**src/rtl/seq_mult.sv**
```systemverilog
// Sequential radix-2 Booth multiplier: one Booth step per cycle, WIDTH+1 steps
// per operation, signed or unsigned operands selected per request.
//
// state | meaning
// IDLE  | waiting for start; result registers hold the last product
// RUN   | Booth step each cycle; the last step writes the result and pulses done
module seq_mult #(
  parameter int WIDTH = 32
) (
  input  logic             clk,
  input  logic             reset,
  input  logic             start,
  input  logic             is_signed,
  input  logic [WIDTH-1:0] a,
  input  logic [WIDTH-1:0] b,
  output logic             busy,
  output logic             done,
  output logic [WIDTH-1:0] high,
  output logic [WIDTH-1:0] low,
  output logic             ovf
);

  localparam int W1 = WIDTH + 1;
  localparam int CW = $clog2(WIDTH + 2);

  typedef enum logic {IDLE, RUN} state_t;

  state_t          state, state_nxt;
  logic [W1-1:0]   mcand;
  logic [W1-1:0]   p_hi;
  logic [W1-1:0]   p_lo;
  logic            q;
  logic [CW-1:0]   cnt;
  logic            sgn;

  logic [W1-1:0]   ext_a, ext_b;
  logic [W1-1:0]   sum_hi;
  logic [W1-1:0]   sh_hi, sh_lo;
  logic            sh_q;
  logic [2*W1-1:0] product;
  logic [WIDTH-1:0] res_hi, res_lo;
  logic            last_step;

  // The extra bit keeps unsigned operands positive inside the signed Booth datapath.
  assign ext_a = {is_signed & a[WIDTH-1], a};
  assign ext_b = {is_signed & b[WIDTH-1], b};

  always_comb begin
    sum_hi = p_hi;
    case ({p_lo[0], q})
      2'b01:   sum_hi = p_hi + mcand;
      2'b10:   sum_hi = p_hi - mcand;
      default: sum_hi = p_hi;
    endcase
  end

  assign {sh_hi, sh_lo, sh_q} = {sum_hi[W1-1], sum_hi, p_lo};
  assign product   = {sh_hi, sh_lo};
  assign res_hi    = product[2*WIDTH-1:WIDTH];
  assign res_lo    = product[WIDTH-1:0];
  assign last_step = (cnt == CW'(1));
  assign busy      = (state == RUN);

  always_comb begin
    state_nxt = state;
    case (state)
      IDLE:    if (start) state_nxt = RUN;
      RUN:     if (last_step) state_nxt = IDLE;
      default: state_nxt = IDLE;
    endcase
  end

  always_ff @(posedge clk) begin
    if (reset) state <= IDLE;
    else       state <= state_nxt;
  end

  always_ff @(posedge clk) begin
    if (reset) begin
      mcand <= '0;
      p_hi  <= '0;
      p_lo  <= '0;
      q     <= 1'b0;
      cnt   <= '0;
      sgn   <= 1'b0;
      done  <= 1'b0;
      high  <= '0;
      low   <= '0;
      ovf   <= 1'b0;
    end else begin
      done <= 1'b0;
      case (state)
        IDLE: begin
          if (start) begin
            mcand <= ext_a;
            p_hi  <= '0;
            p_lo  <= ext_b;
            q     <= 1'b0;
            cnt   <= CW'(W1);
            sgn   <= is_signed;
          end
        end
        RUN: begin
          p_hi <= sh_hi;
          p_lo <= sh_lo;
          q    <= sh_q;
          cnt  <= cnt - CW'(1);
          if (last_step) begin
            high <= res_hi;
            low  <= res_lo;
            done <= 1'b1;
            if (sgn) ovf <= (res_hi != {WIDTH{res_lo[WIDTH-1]}});
            else     ovf <= (res_hi != '0);
          end
        end
        default: ;
      endcase
    end
  end

endmodule

```
**config.mk**
```make
export PLATFORM = sky130hd
export DESIGN_NAME = seq_mult
export DESIGN_NICKNAME = d
export VERILOG_FILES = /design/src/rtl/seq_mult.sv
export SDC_FILE = /design/constraint.sdc
export NUM_CORES = 1
export LEC_CHECK = 0
export ABC_CLOCK_PERIOD_IN_PS = 5200
export CAP_MARGIN = 20
export CORE_MARGIN = 2
export CORE_UTILIZATION = 55
export CTS_BUF_LIST = sky130_fd_sc_hd__clkbuf_8
export CTS_CLUSTER_DIAMETER = 200
export CTS_CLUSTER_SIZE = 25
export DETAILED_ROUTE_END_ITERATION = 10
export GPL_TIMING_DRIVEN = 0
export HOLD_SLACK_MARGIN = 0.06
export PLACE_DENSITY = 0.82
export SETUP_SLACK_MARGIN = 0.4
export SYNTH_ARGS = -nofsm -noshare
export SYNTH_HDL_FRONTEND = slang
export SYNTH_SLANG_ARGS = --single-unit
```
**constraint.sdc**
```tcl
create_clock -name clk -period 5.2 [get_ports clk]
set_input_delay 1.04 -clock clk [delete_from_list [all_inputs] [get_ports clk]]
set_output_delay 1.04 -clock clk [all_outputs]
set_load 0.01 [all_outputs]
```
==> results.sh <==
export IMPL_outcome="finished clean"
export IMPL_drt_wl_total_um=33400
export IMPL_seq_power_share_pct=41.7
export IMPL_yosys_area_top_type_share_pct=34.5
export IMPL_die_y_um=139
export IMPL_firstDrtPassIters=5
export IMPL_synth_cell_types=81
export IMPL_ios=135
export IMPL_synth_top_cell_by_area="dfxtp_1"
export IMPL_routabilityCongestion=0.982
export IMPL_routedWlPerCell_um=19.0
export IMPL_drc=0
export IMPL_placed_cells=1705
export IMPL_ys_flop_type="dfxtp_1"
export IMPL_cp_max_fo=10
export IMPL_crit_path_start_kind="register"
export IMPL_tritoncts="built"
export IMPL_timing_final_crit_share_pct=92.7
export IMPL_synth_area_sq_um=10000
export IMPL_grt_overflow_total=0
export IMPL_initial_core_util_pct=56.0
export IMPL_grt_max_degree=20
export IMPL_tightest_slew_ns=0.826
export IMPL_p_per_area_nw_per_um2=280
export IMPL_ys_top_cells_by_area="dfxtp_1 35%, a21oi_1 9.4%, nor2_1 7.8%"
export IMPL_hp_class="register to register"
export IMPL_synthCells=1343
export IMPL_drive_gt1_share_pct=8.21
export IMPL_die_area_sq_um=19300
export IMPL_postRouteAntennaNets=0
export IMPL_clkSinkCount=173
export IMPL_vias=10800
export IMPL_clkLatencyLatePin_ns=0.49
export IMPL_io_buffers=133
export IMPL_path_clk_slew_ns=0.11
export IMPL_core_area_sq_um=17900
export IMPL_async_flop_share_pct=0
export IMPL_worstPathArrival_ns=5.19
export IMPL_grt_first_pass_wirelength_um=52100
export IMPL_slew_viol_final=0
export IMPL_htree_levels=4
export IMPL_via_per_inst=6.16
export IMPL_rsz0062_at_grt="true"
export IMPL_end_kind="register"
export IMPL_syn_nets=1448
export IMPL_fin_nets=1614
export IMPL_holdWs_ns=0.464
export IMPL_final_cells=1751
export IMPL_die_w_um=139
export IMPL_synth_warnings=0
export IMPL_avgSynthCellArea_sq_um=7.47
export IMPL_intPower_mw=2.17
export IMPL_slew_headroom_pct=44.6
export IMPL_leakagePower_nw=4.59
export IMPL_synth_edf_count=0
export IMPL_seq_area_frac_synth_pct=34.5
export IMPL_totalPowerFinal_mw=3.47
export IMPL_combPwrFrac_pct=29.5
export IMPL_switching_power_mw=1.30
export IMPL_drt_iter0_drc=889
export IMPL_vdd_drop_max_uv=235
export IMPL_p_sw_share_pct=37.5
export IMPL_synthToLayoutAreaGrowth_pct=23.6
export IMPL_clkPwrFrac_pct=28.8
export IMPL_grtUsageTotal_pct=33.3
export IMPL_cts_buffer_depth=2
export IMPL_place_hpwl_um=24200
export IMPL_ys_top_cells_by_count="208 x nor2_1, 189 x a21oi_1, 186 x nand2_1"
export IMPL_numCtsBuffers=17
export IMPL_hold_viol_final=0
export IMPL_finalClockSkew_ns=0.0197
export IMPL_fin_crit_ns=4.82
export IMPL_worstSetupPathType="register to register"
export IMPL_grt_pass1_vias=10000
export IMPL_max_freq_ghz=0.207
export IMPL_yosys_cell_count_top_type="nor2_1"
export IMPL_required_ns=5.57
export IMPL_antenna_found_initial=0
export IMPL_cts_root_buf="clkbuf_8"
export IMPL_synth_seq_cells=173
export IMPL_postCtsHoldBufs=0
export IMPL_cap_violations=0
export IMPL_finalSetupViolCount=0
export IMPL_antenna_cells=0
export IMPL_rows=49
[placed cells by master (no fill, tap or decap), drive strengths merged, types with 4 or more instances in the layout]
cell type	n
nor2	208
a21oi	190
nand2	186
dfxtp	173
clkdlybuf4s50	133
clkbuf	100
nor3	49
o21ai	38
mux2i	37
xnor2	36
ha	36
inv	35
nor3b	33
buf	29
a211oi	23
nand4	19
nand3	17
nor4	15
a21o	13
o31ai	11
nand2b	10
a31oi	10
xor2	7
nor2b	7
or3	7
and3	7
o211ai	6
and2	6
clkinv	6
and4	5
o31a	5
mux2	4
a211o	4
or4	4
[stage by stage]
| stage | setup TNS [ns] | setup WS [ns] | cell area [sq um] | utilization, % |
|---|---|---|---|---|
| 2_1_floorplan | 0 | 0.762 | 10000 | - |
| 3_3_place_gp | -0.324 | -0.324 | 11600 | 65.1 |
| 3_5_place_dp | -0.382 | -0.382 | 11600 | 65.1 |
| 4_1_cts | 0 | 0.368 | 12300 | 68.7 |
| 5_1_grt | 0 | 0.198 | 12400 | 69.3 |
| 6_report | 0 | 0.378 | 12400 | 69.3 |
[routing by layer]
layer	up-vias	wire (um)	global-route usage [%]
li1	5052	-	-
met1	5157	13900	42.7
met4	0	1290	13.8
met5	-	0	0
met3	95	2810	6.98
met2	482	15400	54.6
[critical path: stages, from the launching register on]
cell	delay [ns]
dfxtp_1	0.38
ha_1	0.33
clkbuf_2	0.40
clkbuf_4	0.35
nor2_1	0.09
xnor2_1	0.14
ha_1	0.35
nor2b_4	0.18
o31ai_4	0.47
a211oi_4	0.14
o31a_2	0.35
o31ai_2	0.43
nand3_1	0.19
o41ai_1	0.42
nand2_1	0.13
nor4_2	0.29
nor2_1	0.08
[area by class of cell]
cell class | instances | area (sq um)
buffer | 97 | 429
clock buffer | 18 | 248
clock inverter | 14 | 163
fill | 1535 | 5500
inverter | 27 | 101
multi-input combinational | 1046 | 6260
sequential | 173 | 3470
tap | 229 | 287
timing repair buffer | 147 | 1440
[repair_timing]
item / in CTS / in global routing
setup endpoints to repair: 21 / 6
resized for setup: 49 / 18
buffers inserted: 11 / 3
pin swaps: 17 / 8
[power groups by stage]
stage	logic [mW]	registers, mW	clock network, mW
2_1_floorplan	0.642	1.46	0
3_3_place_gp	0.917	1.47	0
3_5_place_dp	0.934	1.47	0
4_1_cts	0.979	1.44	0.990
5_1_grt	1.11	1.45	1.05
6_report	1.02	1.45	1.00
[cells by family after synthesis]
group / synth area share, %
simple gates: 27.2
mux: 4.14
xor+xnor: 3.75
compound gates: 20.7
flops: 34.5
buf+inv: 4.94
fa+ha+maj: 4.69
[final timing paths]
| path | end | cells after the start | startpoint | slack, ns |
|---|---|---|---|---|
| max | ovf | 16 | p_lo[0] | 0.38 |
| min | low[3] | 2 | low[3] | 0.46 |
| max reg2reg | ovf | 16 | p_lo[0] | 0.38 |
| min reg2reg | low[3] | 2 | low[3] | 0.46 |
[sequential cells by signal (all words and copies together), names as in the netlist]
signal  cells
low        32
done        1
ovf         1
p_lo       33
busy        1
cnt         6
p_hi       32
sgn         1
mcand      33
q           1
high       32
Power figures use the tool's default switching activity.
